==> src/rtl/att_serial_loader_pkg.sv <==
// Shared widths and FSM encoding for the serial attenuator loader.
package att_serial_loader_pkg;

    localparam int unsigned ATT_BITS = 7;
    localparam int unsigned ATT_WORD = 8;
    localparam int unsigned DIV_W    = 8;
    localparam int unsigned IDX_W    = 3;

    typedef enum logic [2:0] {
        IDLE,
        LOAD,
        SHIFT_LO,
        SHIFT_HI,
        LATCH,
        GAP
    } state_t;

endpackage

==> src/rtl/att_serial_loader_tick_div.sv <==
// Phase timer: counts CLK_DIV cycles while enabled and flags the last
// cycle of each phase (and the one before it, for registered lookahead).
module att_serial_loader_tick_div
    import att_serial_loader_pkg::*;
#(
    parameter int unsigned CLK_DIV = 4
)(
    input  logic clk,
    input  logic resetn,
    input  logic en,
    output logic tick_c,
    output logic pre_tick_c
);

    localparam logic [DIV_W-1:0] LAST = DIV_W'(CLK_DIV - 1);
    localparam logic [DIV_W-1:0] PRE  = DIV_W'(CLK_DIV - 2);

    logic [DIV_W-1:0] cnt;

    always_ff @(posedge clk) begin
        if (!resetn || !en) begin
            cnt <= '0;
        end else if (cnt == LAST) begin
            cnt <= '0;
        end else begin
            cnt <= cnt + DIV_W'(1);
        end
    end

    assign tick_c     = en && (cnt == LAST);
    assign pre_tick_c = en && (CLK_DIV > 1) && (cnt == PRE);

endmodule

==> src/rtl/att_serial_loader.sv <==
// Serial loader for the pre/post step attenuators: reloads a channel when its
// requested code differs from the last code shifted out, or on a force request.
module att_serial_loader #(
    parameter int unsigned CLK_DIV  = 4,
    parameter int unsigned ATT_BITS = att_serial_loader_pkg::ATT_BITS
)(
    input  logic                clk,
    input  logic                resetn,
    input  logic [ATT_BITS-1:0] pre_att,
    input  logic [ATT_BITS-1:0] post_att,
    input  logic                force_req,
    output logic                att_si,
    output logic                att_sclk,
    output logic                att_le_pre,
    output logic                att_le_post,
    output logic                busy,
    output logic                done
);

    import att_serial_loader_pkg::*;

    state_t              state;
    logic [ATT_WORD-1:0] word;
    logic [IDX_W-1:0]    bit_idx;
    logic [ATT_BITS-1:0] shadow_pre;
    logic [ATT_BITS-1:0] shadow_post;
    logic                frc_pre;
    logic                frc_post;
    logic                sel_post;

    logic pend_pre_c;
    logic pend_post_c;
    logic div_en_c;
    logic tick_c;
    logic pre_tick_c;

    assign pend_pre_c  = (pre_att  != shadow_pre)  || frc_pre  || force_req;
    assign pend_post_c = (post_att != shadow_post) || frc_post || force_req;
    assign div_en_c    = state inside {SHIFT_LO, SHIFT_HI, LATCH, GAP};

    att_serial_loader_tick_div #(
        .CLK_DIV(CLK_DIV)
    ) u_tick_div (
        .clk       (clk),
        .resetn    (resetn),
        .en        (div_en_c),
        .tick_c    (tick_c),
        .pre_tick_c(pre_tick_c)
    );

    // Sequencer; the word rotates so the bit on att_si is always word[0].
    always_ff @(posedge clk) begin
        if (!resetn) begin
            state       <= IDLE;
            word        <= '0;
            bit_idx     <= '0;
            shadow_pre  <= '0;
            shadow_post <= '0;
            frc_pre     <= 1'b1;
            frc_post    <= 1'b1;
            sel_post    <= 1'b0;
            att_si      <= 1'b0;
            att_sclk    <= 1'b0;
            att_le_pre  <= 1'b0;
            att_le_post <= 1'b0;
            busy        <= 1'b0;
            done        <= 1'b0;
        end else begin
            done <= 1'b0;
            if (force_req) begin
                frc_pre  <= 1'b1;
                frc_post <= 1'b1;
            end
            case (state)
                IDLE: begin
                    busy <= pend_pre_c || pend_post_c;
                    if (pend_pre_c) begin
                        state      <= LOAD;
                        sel_post   <= 1'b0;
                        word       <= ATT_WORD'(pre_att);
                        att_si     <= pre_att[0];
                        shadow_pre <= pre_att;
                        frc_pre    <= 1'b0;
                    end else if (pend_post_c) begin
                        state       <= LOAD;
                        sel_post    <= 1'b1;
                        word        <= ATT_WORD'(post_att);
                        att_si      <= post_att[0];
                        shadow_post <= post_att;
                        frc_post    <= 1'b0;
                    end
                end
                LOAD: begin
                    state    <= SHIFT_LO;
                    bit_idx  <= '0;
                    att_sclk <= 1'b0;
                end
                SHIFT_LO: begin
                    if (tick_c) begin
                        state    <= SHIFT_HI;
                        att_sclk <= 1'b1;
                    end
                end
                SHIFT_HI: begin
                    if (tick_c) begin
                        att_sclk <= 1'b0;
                        if (bit_idx == IDX_W'(ATT_WORD - 1)) begin
                            state       <= LATCH;
                            att_si      <= 1'b0;
                            att_le_pre  <= !sel_post;
                            att_le_post <= sel_post;
                            if (CLK_DIV == 1) begin
                                done <= 1'b1;
                            end
                        end else begin
                            state   <= SHIFT_LO;
                            word    <= {word[0], word[ATT_WORD-1:1]};
                            att_si  <= word[1];
                            bit_idx <= bit_idx + IDX_W'(1);
                        end
                    end
                end
                LATCH: begin
                    if (pre_tick_c) begin
                        done <= 1'b1;
                    end
                    if (tick_c) begin
                        state       <= GAP;
                        att_le_pre  <= 1'b0;
                        att_le_post <= 1'b0;
                    end
                end
                GAP: begin
                    if (tick_c) begin
                        state <= IDLE;
                        busy  <= pend_pre_c || pend_post_c;
                    end
                end
                default: begin
                    state <= IDLE;
                end
            endcase
        end
    end

endmodule

==> config.mk <==
export PLATFORM = sky130hd
export DESIGN_NAME = att_serial_loader
export DESIGN_NICKNAME = d
export VERILOG_FILES = /design/src/rtl/att_serial_loader_pkg.sv /design/src/rtl/att_serial_loader_tick_div.sv /design/src/rtl/att_serial_loader.sv
export SDC_FILE = /design/constraint.sdc
export NUM_CORES = 1
export LEC_CHECK = 0
export CORE_MARGIN = 3
export CORE_UTILIZATION = 40
export CTS_BUF_LIST = sky130_fd_sc_hd__clkbuf_8
export DETAILED_ROUTE_END_ITERATION = 10
export PLACE_DENSITY = 0.62
export SYNTH_ARGS = -nofsm -noshare
export SYNTH_HDL_FRONTEND = slang
export SYNTH_SLANG_ARGS = --single-unit
==> constraint.sdc <==
create_clock -name clk -period 1.8 [get_ports clk]
set_input_delay 0.18 -clock clk [delete_from_list [all_inputs] [get_ports clk]]
set_output_delay 0.18 -clock clk [all_outputs]
set_load 0.01 [all_outputs]
---- Word level (Yosys, flattened, before mapping) ----
Cells that the tools add are included.
storage, ports and cells
  flip-flop bits (word level) ............. 45
  output and inout port bits .............. 6
  input bits .............................. 17
operators by class
  muxes and demuxes ....................... 42
  $add $sub $neg .......................... 2
  equality and inequality tests ........... 17
  reduce and logical (&&, ||, !) cells .... 31
  bitwise gates (word level) .............. 1
operators by type and width
  kind                 number
  $mux 8               4
  $mux 3               9
  $mux 1               21
  $pmux 3 s6           1
  $eq 8x2->1 const B   2
  $pmux 8 s2           1
  $ne 7x7->1           2
  $reduce_and 3->1     4
  $ne 2x2->1 const B   5
  $reduce_bool 2->1    5
  $eq 3x3->1 const B   3
  $add 8x1->8 const B  1
  $pmux 1 s2           4
  $reduce_and 2->1     4
  $reduce_and 4->1     2
  $eq 3x2->1 const B   2
  $logic_or 1x1->1     6
  $pmux 3 s2           1
  $reduce_and 5->1     1
  $reduce_bool 4->1    1
  $add 3x1->3 const B  1
  $eq 3x1->1 const B   1
  $logic_not 1->1      3
  $logic_not 3->1      1
  7 further kinds      8

---- Depth between registers and ports, before layout ----
  word-level depth ........................ 6
  mapped depth ............................ 7
  mapped depth without buffers ............ 7

---- By module ----
A second synthesis with hierarchy kept.
second synthesis, totals
  cell total of the unflattened synthesis .. 262
  area total of the unflattened synthesis .. 2304.7 µm²
by module, submodules not included
  module                      area an instance (µm²)  cells an instance  instances  seq. area each (µm²)
  att_serial_loader           1930.6                  219                1          740.7
  att_serial_loader_tick_div  374.1                   43                 1          160.2

---- Worst setup path before layout ----
No wires, ideal clock.
  path kind ............................... reg-to-reg
  start ................................... register bit_idx[0]
  end ..................................... register word[7]
  data required time ...................... 1.683 ns
  path slack .............................. -0.017 ns
  stages on the path, launching flop included .. 7
  arrival ................................. 1.700 ns
  cell sequence ........................... dfxtp_1 ha_1 ha_1 nor2_1 a2bb2oi_1 o21ai_4 a32o_1
between the ends
  word-level cells in the longest chain between the ends .. 3
RTL lines
  item                        line                      source
  start: declaration          att_serial_loader.sv:24   logic [IDX_W-1:0] bit_idx;
  start signal: assignment    att_serial_loader.sv:119  bit_idx <= bit_idx + IDX_W'(1);
  $eq 3x3->1                  att_serial_loader.sv:107  if (bit_idx == IDX_W'(ATT_WORD - 1)) begin
  $ne 2x2->1 (no line)        --
  $reduce_and 4->1 (no line)  --
  end signal: assignment      att_serial_loader.sv:80   word <= ATT_WORD'(pre_att);
  end signal: assignment      att_serial_loader.sv:87   word <= ATT_WORD'(post_att);
  end signal: assignment      att_serial_loader.sv:117  word <= {word[0], word[ATT_WORD-1:1]};
  end: declaration            att_serial_loader.sv:23   logic [ATT_WORD-1:0] word;
No other way between the ends.
A chain may end at the register's enable or synchronous reset.

---- Worst setup path after layout ----
  start ................................... register shadow_pre[2]
  end ..................................... register word[4]
between the ends
  word-level cells in the longest chain between the ends .. 5
  elaborated cells between the ends (all ways) .. 7
  those cells by class .................... 2 x eq/ne; 2 x mux; 3 x reduce/logical
RTL lines
  item                                                             line                     source
  start: declaration                                               att_serial_loader.sv:25  logic [ATT_BITS-1:0] shadow_pre;
  start signal: assignment                                         att_serial_loader.sv:82  shadow_pre <= pre_att;
  $ne 7x7->1 (*)                                                   att_serial_loader.sv:37  assign pend_pre_c = (pre_att != shadow_pre) || frc_pre || force_req;
  $logic_or 1x1->1 (*) (2 in series)                               att_serial_loader.sv:37
  $ne 3x3->1 (no line) / $mux 8 (equally long branches)            --
  $reduce_and 4->1 (no line) / $pmux 8 s2 (equally long branches)  --
Mark *: on every way between the ends. The rest lies on a longest branch, timed or not.

==> impl_summary.log <==
INFO  metric initial_core_util = 0.426
INFO  metric synth_most_common_cell = dfxtp_1
INFO  metric drive_above_1_share = 0.243
INFO  metric top_level_ports = 23
INFO  metric timing.final.crit_share = 1.02
INFO  metric worst_r2r_startpoint = shadow_pre[2]
INFO  metric synth.ff_latch_count = 45
INFO  metric clk-insertion-delay-late = around 0.30 ns
INFO  metric fmaxAchievable = 544 MHz
INFO  metric gr-usage-met1 = 0.257
INFO  metric ir_drop = 0.000468 V
INFO  metric first_iter_violations = 130
INFO  metric fin_worst_skew = 0.00308 ns
INFO  metric core_rows = 26
INFO  metric cts_max_level = 2
INFO  metric area_leader_netlist = dfxtp_1
INFO  metric totalWireLength = 5700 microns
INFO  metric worst_setup_hold_path_clk_slew = roughly 0.080 ns
INFO  metric cts-root-buf = clkbuf_8
INFO  metric synth_cell_type_count = 42
INFO  metric global_route.usage.met2 = 0.290
INFO  metric final_critical_path_setup_slack = -0.0366 ns
INFO  metric hold_viol = 0
INFO  metric power.density_cell_area = 772 nW/um^2
INFO  metric maxCapViolCount = 0
INFO  metric drt_first_pass_iters = 4
INFO  metric drc = 0
INFO  metric postSynthAreaPerCell = 8.36 sq um
INFO  metric globalRoute.totalOverflow = 0
INFO  metric ys.flop_type = dfxtp_1
INFO  metric route.antenna.remaining_nets = 0
INFO  metric grt_antenna_before_repair = 0
INFO  metric slew_headroom = 0.716
INFO  metric die-area = 6510 sq um
INFO  metric path_max_fanout = 6
INFO  metric synthTopCellsByArea = dfxtp_1, xnor2_1, nor2_1
INFO  metric routabilityCongestion = around 0.86
INFO  metric die_height = 80.7 microns
INFO  metric layout.filler_cells = slightly above 500
INFO  metric violations = setup timing
INFO  metric core_box_area = approximately 5200 sq um
INFO  metric crit_path_end_kind = register
INFO  metric setup_viol = 8
INFO  metric synth_edf_count = 0
INFO  metric finalMaxSlewViolations = 0
INFO  metric worst_ep_required_time = 2.03 ns
INFO  metric slew_at_the_pin_closest_to_its_max_slew_limit = 0.425 ns
INFO  metric clock_sinks = 45
INFO  metric timing.final.crit_period = approximately 1.8 ns
INFO  metric die_width = 80.7 microns
INFO  metric num_antenna_cells = 0
INFO  metric grt.busiest_layer = met2
INFO  metric grt_max_degree = 21
INFO  metric hold_path.class = in -> reg
INFO  metric synth_top_cell_area_share = 0.404
INFO  metric grt_pass1_wl = 9450 microns
INFO  metric synth-seq-area-share = 0.404
INFO  metric postLayoutCellArea = 3020 sq um
INFO  metric post_dp_cell_area = 2820 sq um
INFO  metric cts_made_buffers = 5
INFO  metric combined_global_route_utilization_of_all_metal_layers = 0.187
INFO  metric yosys_warnings = 0
INFO  metric startpoint_type = register
INFO  metric synth_async_sr_flop_share = 0
INFO  metric first_global_vias = 1998
INFO  metric synth.net_count = around 290
INFO  metric syn_inst = 267
INFO  metric holdBufCountCts = 0
INFO  metric critical_path_class = reg -> reg
INFO  metric leakage = 1.18 nW
INFO  metric crit_startpoint = shadow_pre[2]
INFO  metric power.total = ~2.3 mW
INFO  metric area_growth_syn_to_layout = 35.4%
INFO  metric arrival = around 2.1 ns
INFO  metric min_from = pre_att[2]
INFO  metric synth_common_cells = dfxtp_1, nor2_1, nand2_1
INFO  metric fin_nets = about 350
INFO  metric place.detailed.hpwl = about 4100 microns
INFO  metric mappedNetlistArea = 2230 sq um
INFO  metric rsz0062_at_grt = yes
INFO  metric io_buffer_count = 22
INFO  metric holdWs = 0.429 ns
INFO  metric route.detailed.wl_per_inst = 14.4 microns
INFO  metric cts_tree = done
INFO  metric grt_util_met3 = 0.0437
INFO  metric clk_path_buf_depth = 2
INFO  metric vias_per_cell = 5.35
INFO  metric via_count = 2114
INFO  metric run_status = finished, violations left
worst max-delay path, cell delays in order, from the launching register on:
cell and delay, ns:
dfxtp_2 0.34, xnor2_2 0.15, nand4_1 0.16, or4_4 0.62, o21ai_4 0.18, buf_12 0.14
mux2i_1 0.17
layer usage:
layer  routed length [microns]  vias up
li1                          -     1060
met3                       236        7
met4                        58        0
met1                      2770      999
met5                         0        -
met2                      2640       48
cells in the final DEF (no fill, tap or decap), drive strengths merged, types with 2 or more instances in the layout:
cell / instances
or2: 3
o21ai: 19
a211o: 7
a31oi: 2
nand4: 5
clkdlybuf4s50: 15
nor2: 38
xor2: 5
mux2i: 11
a41oi: 2
xnor2: 17
nand2b: 2
a22oi: 5
nor3: 6
clkbuf: 6
a32oi: 2
a21o: 2
buf: 45
dfxtp: 45
ha: 4
nand3: 13
nor4: 9
dlygate4sd2: 7
and3: 3
or3: 2
a21oi: 13
inv: 5
nand2: 21
state kept, by name (all words and copies together) (netlist names):
name	flops
att_le_post	1
att_le_pre	1
att_sclk	1
att_si	1
bit_idx	3
busy	1
done	1
frc_post	1
frc_pre	1
sel_post	1
shadow_post	7
shadow_pre	7
state	3
u_tick_div.cnt	8
word	8
logic make-up (layout without fill, tap and decap cells):
kind of cell,after synthesis,after routing,synth area share
DFF,45,45,0.404
AOI/OAI and AO/OA,57,57,0.168
and+or+nand+nor,105,105,0.226
xor gates and xnor gates,22,22,0.0863
muxes,12,12,0.0544
adders and majority gates,4,4,0.0224
buffers and inverters,22,80,0.0398
final timing paths:
path / to / slack, ns / cells past startpoint
setup / recovery: word[4] / -0.04 / 6
hold reg to reg: word[3] / 0.46 / 2
setup reg to reg: word[4] / -0.04 / 6
hold / removal: shadow_pre[2] / 0.43 / 4
timing repair:
| item | in CTS | in global routing |
|---|---|---|
| resized for setup | 20 | 11 |
| pin swaps | 9 | 7 |
| buffers inserted | 1 | 1 |
| endpoints found under the setup margin | 11 | 21 |
final cells by class:
type	instances	area [sq um]	area share
well taps	70	87.6	0.0290
inverters	5	18.8	0.00621
repair buffers	67	562	0.186
flip-flops and latches	45	910	0.301
clock buffers	6	82.6	0.0273
multi-input cells	200	1330	0.440
clock inverters	2	33.8	0.0112
stage by stage:
step / worst slack (ns) / TNS (ns) / util / cells
3_5_place_dp: -0.482 / -6.91 / 0.538 / 386
4_1_cts: -0.0224 / -0.110 / 0.569 / 394
2_1_floorplan: 0.0407 / 0 / - / 267
3_3_place_gp: -0.462 / -6.51 / 0.538 / 386
6_report: -0.0366 / -0.227 / 0.577 / 395
5_1_grt: -0.148 / -1.02 / 0.577 / 395
report_power, final:
group	switching, mW	internal, mW	total (mW)
Sequential	0.0367	1.05	1.09
Combinational	0.219	0.238	0.456
Clock	0.344	0.447	0.791
Total	0.600	1.73	2.33
No activity file was read; power rests on OpenSTA's default activity.
==> patch 1, RTL diff (same settings) <==
Add an input register stage for `pre_att`, `post_att` and `force_req`, without a reset; this delays them by one clock.
--- a/src/rtl/att_serial_loader.sv
+++ b/src/rtl/att_serial_loader.sv
@@ -21,2 +21,12 @@
 
+    logic [ATT_BITS-1:0] pre_att_q;
+    logic [ATT_BITS-1:0] post_att_q;
+    logic force_req_q;
+
+    always_ff @(posedge clk) begin
+        pre_att_q   <= pre_att;
+        post_att_q  <= post_att;
+        force_req_q <= force_req;
+    end
+
     state_t              state;
@@ -36,4 +46,4 @@
 
-    assign pend_pre_c  = (pre_att  != shadow_pre)  || frc_pre  || force_req;
-    assign pend_post_c = (post_att != shadow_post) || frc_post || force_req;
+    assign pend_pre_c  = (pre_att_q != shadow_pre)  || frc_pre  || force_req_q;
+    assign pend_post_c = (post_att_q != shadow_post) || frc_post || force_req_q;
     assign div_en_c    = state inside {SHIFT_LO, SHIFT_HI, LATCH, GAP};
@@ -69,3 +79,3 @@
             done <= 1'b0;
-            if (force_req) begin
+            if (force_req_q) begin
                 frc_pre  <= 1'b1;
@@ -79,5 +89,5 @@
                         sel_post   <= 1'b0;
-                        word       <= ATT_WORD'(pre_att);
-                        att_si     <= pre_att[0];
-                        shadow_pre <= pre_att;
+                        word       <= ATT_WORD'(pre_att_q);
+                        att_si     <= pre_att_q[0];
+                        shadow_pre <= pre_att_q;
                         frc_pre    <= 1'b0;
@@ -86,5 +96,5 @@
                         sel_post    <= 1'b1;
-                        word        <= ATT_WORD'(post_att);
-                        att_si      <= post_att[0];
-                        shadow_post <= post_att;
+                        word        <= ATT_WORD'(post_att_q);
+                        att_si      <= post_att_q[0];
+                        shadow_post <= post_att_q;
                         frc_post    <= 1'b0;
Check against the original RTL: not equivalent (Yosys sat finds a counterexample within 4 cycles, from zero or initial values and one cycle with resetn low).
==> patch 1 against the original RTL <==
Power rose by 35%. Critical path depth rose by 2. Sequential cell count rose by 15. Wire length rose by 5.0%. Cell area rose by 11%. Synthesized cell count rose by 6.7%. Count of clock-buffer cells in the layout rose by 5. Worst setup slack improved by 90 ps. Non-clock buffer count fell by 18. Clock skew rose by 3.5 ps. Area after synthesis rose by 16%. Hold slack got worse by 150 ps. Global-route usage fell by 1.8 points. Critical path type unchanged.
==> patch 1: results (changes against the original RTL) <==
| Metric | Value |
|---|---|
| CP max stage cell | `dfxtp_1` |
| Placed cells | `391 (+1.3%)` |
| # clk buffers | `11 (+5)` |
| Footprint of the multi-input gates | `0.00138 mm² (+4.0%)` |
| Non-clock buffer count | `49 (-27%)` |
| Inserted Clock Buffers | `9 (+4)` |
| # fillers | `560 (+8.9%)` |
| Post-synth top cells | `dfxtp_1, nor2_1, nand2_1` |
| Sequential share of cell area | `0.357 (+0.0562)` |
| Clock sinks | `60 (+33%)` |
| Final RePlAce weighted congestion | `0.822 (-5.0%)` |
| Non-clk buf share | `0.129 (-0.0564)` |
| Slew margin rel. | `0.733 (+0.0175)` |
| Clock buf/inv share | `0.0603 (+0.0218)` |
| Logic inverters | `13 (+8)` |
| Seq pwr share | `0.470 (+0.005)` |
| Multi-In Gates | `199 (-0.50%)` |
| Pint | `2.34 mW (+35%)` |
| Comb power | `463 µW (+2%)` |
| Crit path arrival time | `1950 ps (-120 ps)` |
| Maximum VDD drop | `0.000585 V (+25%)` |
| Largest stage delay, worst path | `320 ps (-300 ps)` |
| Register area share after synthesis | `0.465 (+0.0611)` |
| Iteration-0 DRC count of the detailed router | `79 (-39%)` |
| Synth area leaders | `dfxtp_1, xnor2_1, nor2_1` |
| All-layer global routing usage | `0.168 (-0.0185)` |
| WL per Instance | `14.5 µm (+0.62%)` |
| Post-synthesis net count | `306 (+6.3%)` |
| Combinational power share | `0.147 (-0.049)` |
| Number of cells in the finished layout apart from fillers | `412 (+4.3%)` |
| Final #Nets | `353 (+2.3%)` |
| Final setup fails | `0 (-8)` |
| Status | `finished, final reports clean` |
| Skew final | `6.56 ps (+3.48 ps)` |
| H-tree depth | `3 (+1)` |
| Via-to-Cell Ratio | `5.29 (-1.1%)` |
| Critical Path Fanout Max | `8 (+2)` |
| Pin count of the biggest net entering global routing | `16 (-24%)` |
## patch 1: cell types whose count changed after synthesis, sizes merged, moves of 5 or more
cell,change
o32ai,+6
inv,+9
dfxtp,+15
a22oi,-5
and3,+7
a211oi,+6
nor2,-7
mux2i,-8
o21ai,-5
nor4,-7
a21oi,+8
a211o,-7
## patch 1: per-layer routing
| metal | vias to the layer above | wire length (µm) |
|---|---|---|
| met2 | 45 | 2770 |
| met3 | 12 | 301 |
| met1 | 1031 | 2800 |
| li1 | 1092 | - |
| met4 | 0 | 102 |
| met5 | - | 0 |
## patch 1: timing repair
item | in CTS | in global routing
setup buffers | 1 | 5
endpoints found under the setup margin | 1 | 19
pin swaps | 0 | 4
gates resized for setup | 4 | 19
## patch 1: worst paths after layout
check / start / endpoint / slack (ps) / cells past startpoint
worst max register to register: bit_idx[0]$_SDFFE_PN0P_ / word[4]$_SDFFE_PN0P_ / 50 / 8
worst min-delay path: post_att[1] / post_att_q[1]$_DFF_P_ / 280 / 1
worst min register to register: att_le_pre$_SDFFE_PN0P_ / att_le_pre$_SDFFE_PN0P_ / 460 / 2
worst max-delay path: bit_idx[0]$_SDFFE_PN0P_ / word[4]$_SDFFE_PN0P_ / 50 / 8
## patch 1: logic make-up after synthesis
logic type               after synthesis  synth area share
buffers and inverters                 26            0.0455
AO/OA/AOI/OAI                         60             0.159
AND/OR/NAND/NOR                      112             0.232
multiplexers                           3            0.0116
flip-flops                            60             0.465
adder cells (fa/ha/maj)                4            0.0194
XOR/XNOR                              20            0.0678
## patch 1: per-stage QoR
step	util	hold WS (ps)	worst slack, ps	TNS (ps)
CTS	0.533	272	16.5	0
finish	0.552	282	53.1	0
detailed placement	0.491	447	0.128	0
floorplan	-	208	139	0
global placement	0.491	444	45.4	0
global route	0.552	271	-20.8	-114
==> patch 2, RTL diff (same settings) <==
Made on the original files. Change the package constant `IDX_W` from 3 to 4.
--- a/src/rtl/att_serial_loader_pkg.sv
+++ b/src/rtl/att_serial_loader_pkg.sv
@@ -6,3 +6,3 @@
     localparam int unsigned DIV_W    = 8;
-    localparam int unsigned IDX_W    = 3;
+    localparam int unsigned IDX_W    = 4;
 
Function: same outputs for any inputs over 10 cycles, from zero or initial values and one cycle with resetn low; that may be too few to reach the edited logic, so the function may still have changed.
==> patch 2 against the original RTL <==
Worst setup slack better by 100 ps. Clock power is 18% higher. Sequential cell count is 1 higher. Count of clock-buffer cells in the layout is 1 lower. Area after synthesis is 9.6% higher. Hold slack better by 45 ps. First-iteration DRC count is 19% lower. Critical path depth is 1 lower. Wire length is 2.5% higher. Via count is 2.5% higher. Cell area is 4.8% higher. Power is 6.7% higher.
==> patch 2: results (changes against the original RTL) <==
| Metric | Value |
|---|---|
| Distinct cell type count after synthesis | `51 (+21%)` |
| Slew margin rel. | `0.722 (+0.00686)` |
| Post-DP Area | `0.00300 mm² (+6.4%)` |
| Post-synthesis area per instance | `8.96 µm² (+7.2%)` |
| Max Root-Sink Buffers | `2 (unchanged)` |
| Setup Buffers After CTS | `0 (-1)` |
| Total Routed Length | `5840 µm (+2.5%)` |
| Post-synth top cells | `dfxtp_1, nor2_1, nand3_1, o21ai_0, xnor2_1` |
| Status | `finished, final reports clean` |
| Register area share after synthesis | `0.376 (-0.0273)` |
| Final #Nets | `351 (+1.7%)` |
| PostCTS Resize Cnt | `0 (-100%)` |
| CP max stage cell | `nor4_4` |
| Hold WC Path Type | `flip-flop to flip-flop` |
| Diode count | `0 (unchanged)` |
| Dpl hpwl | `4340 µm (+6.0%)` |
| Top Registers | `u_tick_div.cnt (8), word (8)` |
| Vias | `2,166 (+2.5%)` |
| Crit path max-delay family | `simple AND/OR/NAND/NOR gates` |
| DR WL met3 | `281 µm (+19%)` |
| Drt first pass iters | `4 (unchanged)` |
| # fillers | `525 (+2.1%)` |
| Ys flop type | `dfxtp_1` |
| Maximum VDD drop | `0.000583 V (+25%)` |
| Vias in the first global route | `2,119 (+6.1%)` |
| Leak Pwr | `1.23 nW (+4.4%)` |
| Share of layout cells above drive strength 1 | `0.259 (+0.0160)` |
| Pin count of the biggest net entering global routing | `17 (-19%)` |
| Reg2Reg Setup Slack | `70 ps (+100 ps)` |
| Crit path arrival time | `1940 ps (-130 ps)` |
| Iteration-0 DRC count of the detailed router | `105 (-19%)` |
| Root buf cell | `clkbuf_8` |
| WL per Instance | `14.5 µm (+0.23%)` |
| WL met2 | `2680 µm (+1.6%)` |
| Final RePlAce weighted congestion | `0.794 (-8.2%)` |
| Placed cells | `396 (+2.6%)` |
| Inserted Clock Buffers | `5 (unchanged)` |
| Clk pin slew, worst setup/hold paths | `about 90 ps` |
| Synth area leaders | `dfxtp_1, xnor2_1, nand3_1` |
| Largest stage delay, worst path | `440 ps (-180 ps)` |
| Clock network latency to the later pin of the worst-skew pair | `300 ps (about the same)` |
| DR top layer | `met4` |
| Post-synthesis net count | `293 (+1.7%)` |
| DRT met1 WL | `2840 µm (+2.7%)` |
| Critical Path Fanout Max | `4 (-2)` |
| Antenna violations before repair | `0 (unchanged)` |
| First-pass GRT wire length | `9940 µm (+5.2%)` |
| All-layer global routing usage | `0.169 (-0.0180)` |
| Skew final | `7.84 ps (+4.76 ps)` |
## patch 2: cell count changes after synthesis, sizes merged, moves of 6 or more
cell,unedited run,this run
o31ai,0,6
nor2,38,27
and3,3,9
nor4,9,3
a211o,7,1
nand3,13,25
o2111ai,0,6
o21ai,19,25
## patch 2: final cells by class
type                       instances  share of cell area
tap                               72              0.0284
clock inverter                     3              0.0217
sequential                        46               0.291
clock buffer                       5              0.0217
timing repair buffer              67               0.180
inverter                           4             0.00474
multi-input combinational        207               0.452
## patch 2: per-layer routing
layer / up-vias / global-route usage
met3: 4 / 0.0245
met1: 1009 / 0.237
li1: 1105 / -
met4: 0 / 0.0526
met2: 48 / 0.265
met5: - / 0
## patch 2: worst min-delay path: cells and delay by family, from the launching register on
family             cells  cell delay (ps)
and+or+nand+nor        1               50
AOI/OAI and AO/OA      1               50
DFF                    1              330
## patch 2: path summary, 6_finish.rpt
check,cells after the start,start,to
hold reg to reg,2,shadow_pre[6]$_SDFFE_PN0P_,shadow_pre[6]$_SDFFE_PN0P_
hold / removal,2,shadow_pre[6]$_SDFFE_PN0P_,shadow_pre[6]$_SDFFE_PN0P_
setup / recovery,5,u_tick_div.cnt[4]$_SDFF_PP0_,att_sclk$_SDFFE_PN0P_
setup reg to reg,5,u_tick_div.cnt[4]$_SDFF_PP0_,att_sclk$_SDFFE_PN0P_
## patch 2: report_power, final
group | internal [mW] | switching, mW
clock network | 0.557 | 0.379
logic | 0.226 | 0.216
registers | 1.07 | 0.0431
## patch 2: stage by stage
stage	utilization	hold WS, ps	setup slack, ps
6_report	0.555	474	67.8
5_1_grt	0.555	507	4.08
4_1_cts	0.549	475	56.0
3_5_place_dp	0.525	462	-237
3_3_place_gp	0.525	458	-206
2_1_floorplan	-	316	61.8
## patch 2: cells by family after synthesis
| family | after synthesis | synth area share |
|---|---|---|
| DFF | 46 | 0.376 |
| xor gates and xnor gates | 24 | 0.0859 |
| adders and majority gates | 3 | 0.0153 |
| AOI/OAI and AO/OA | 70 | 0.196 |
| muxes | 8 | 0.0332 |
| buffers and inverters | 20 | 0.0521 |
| and+or+nand+nor | 102 | 0.241 |
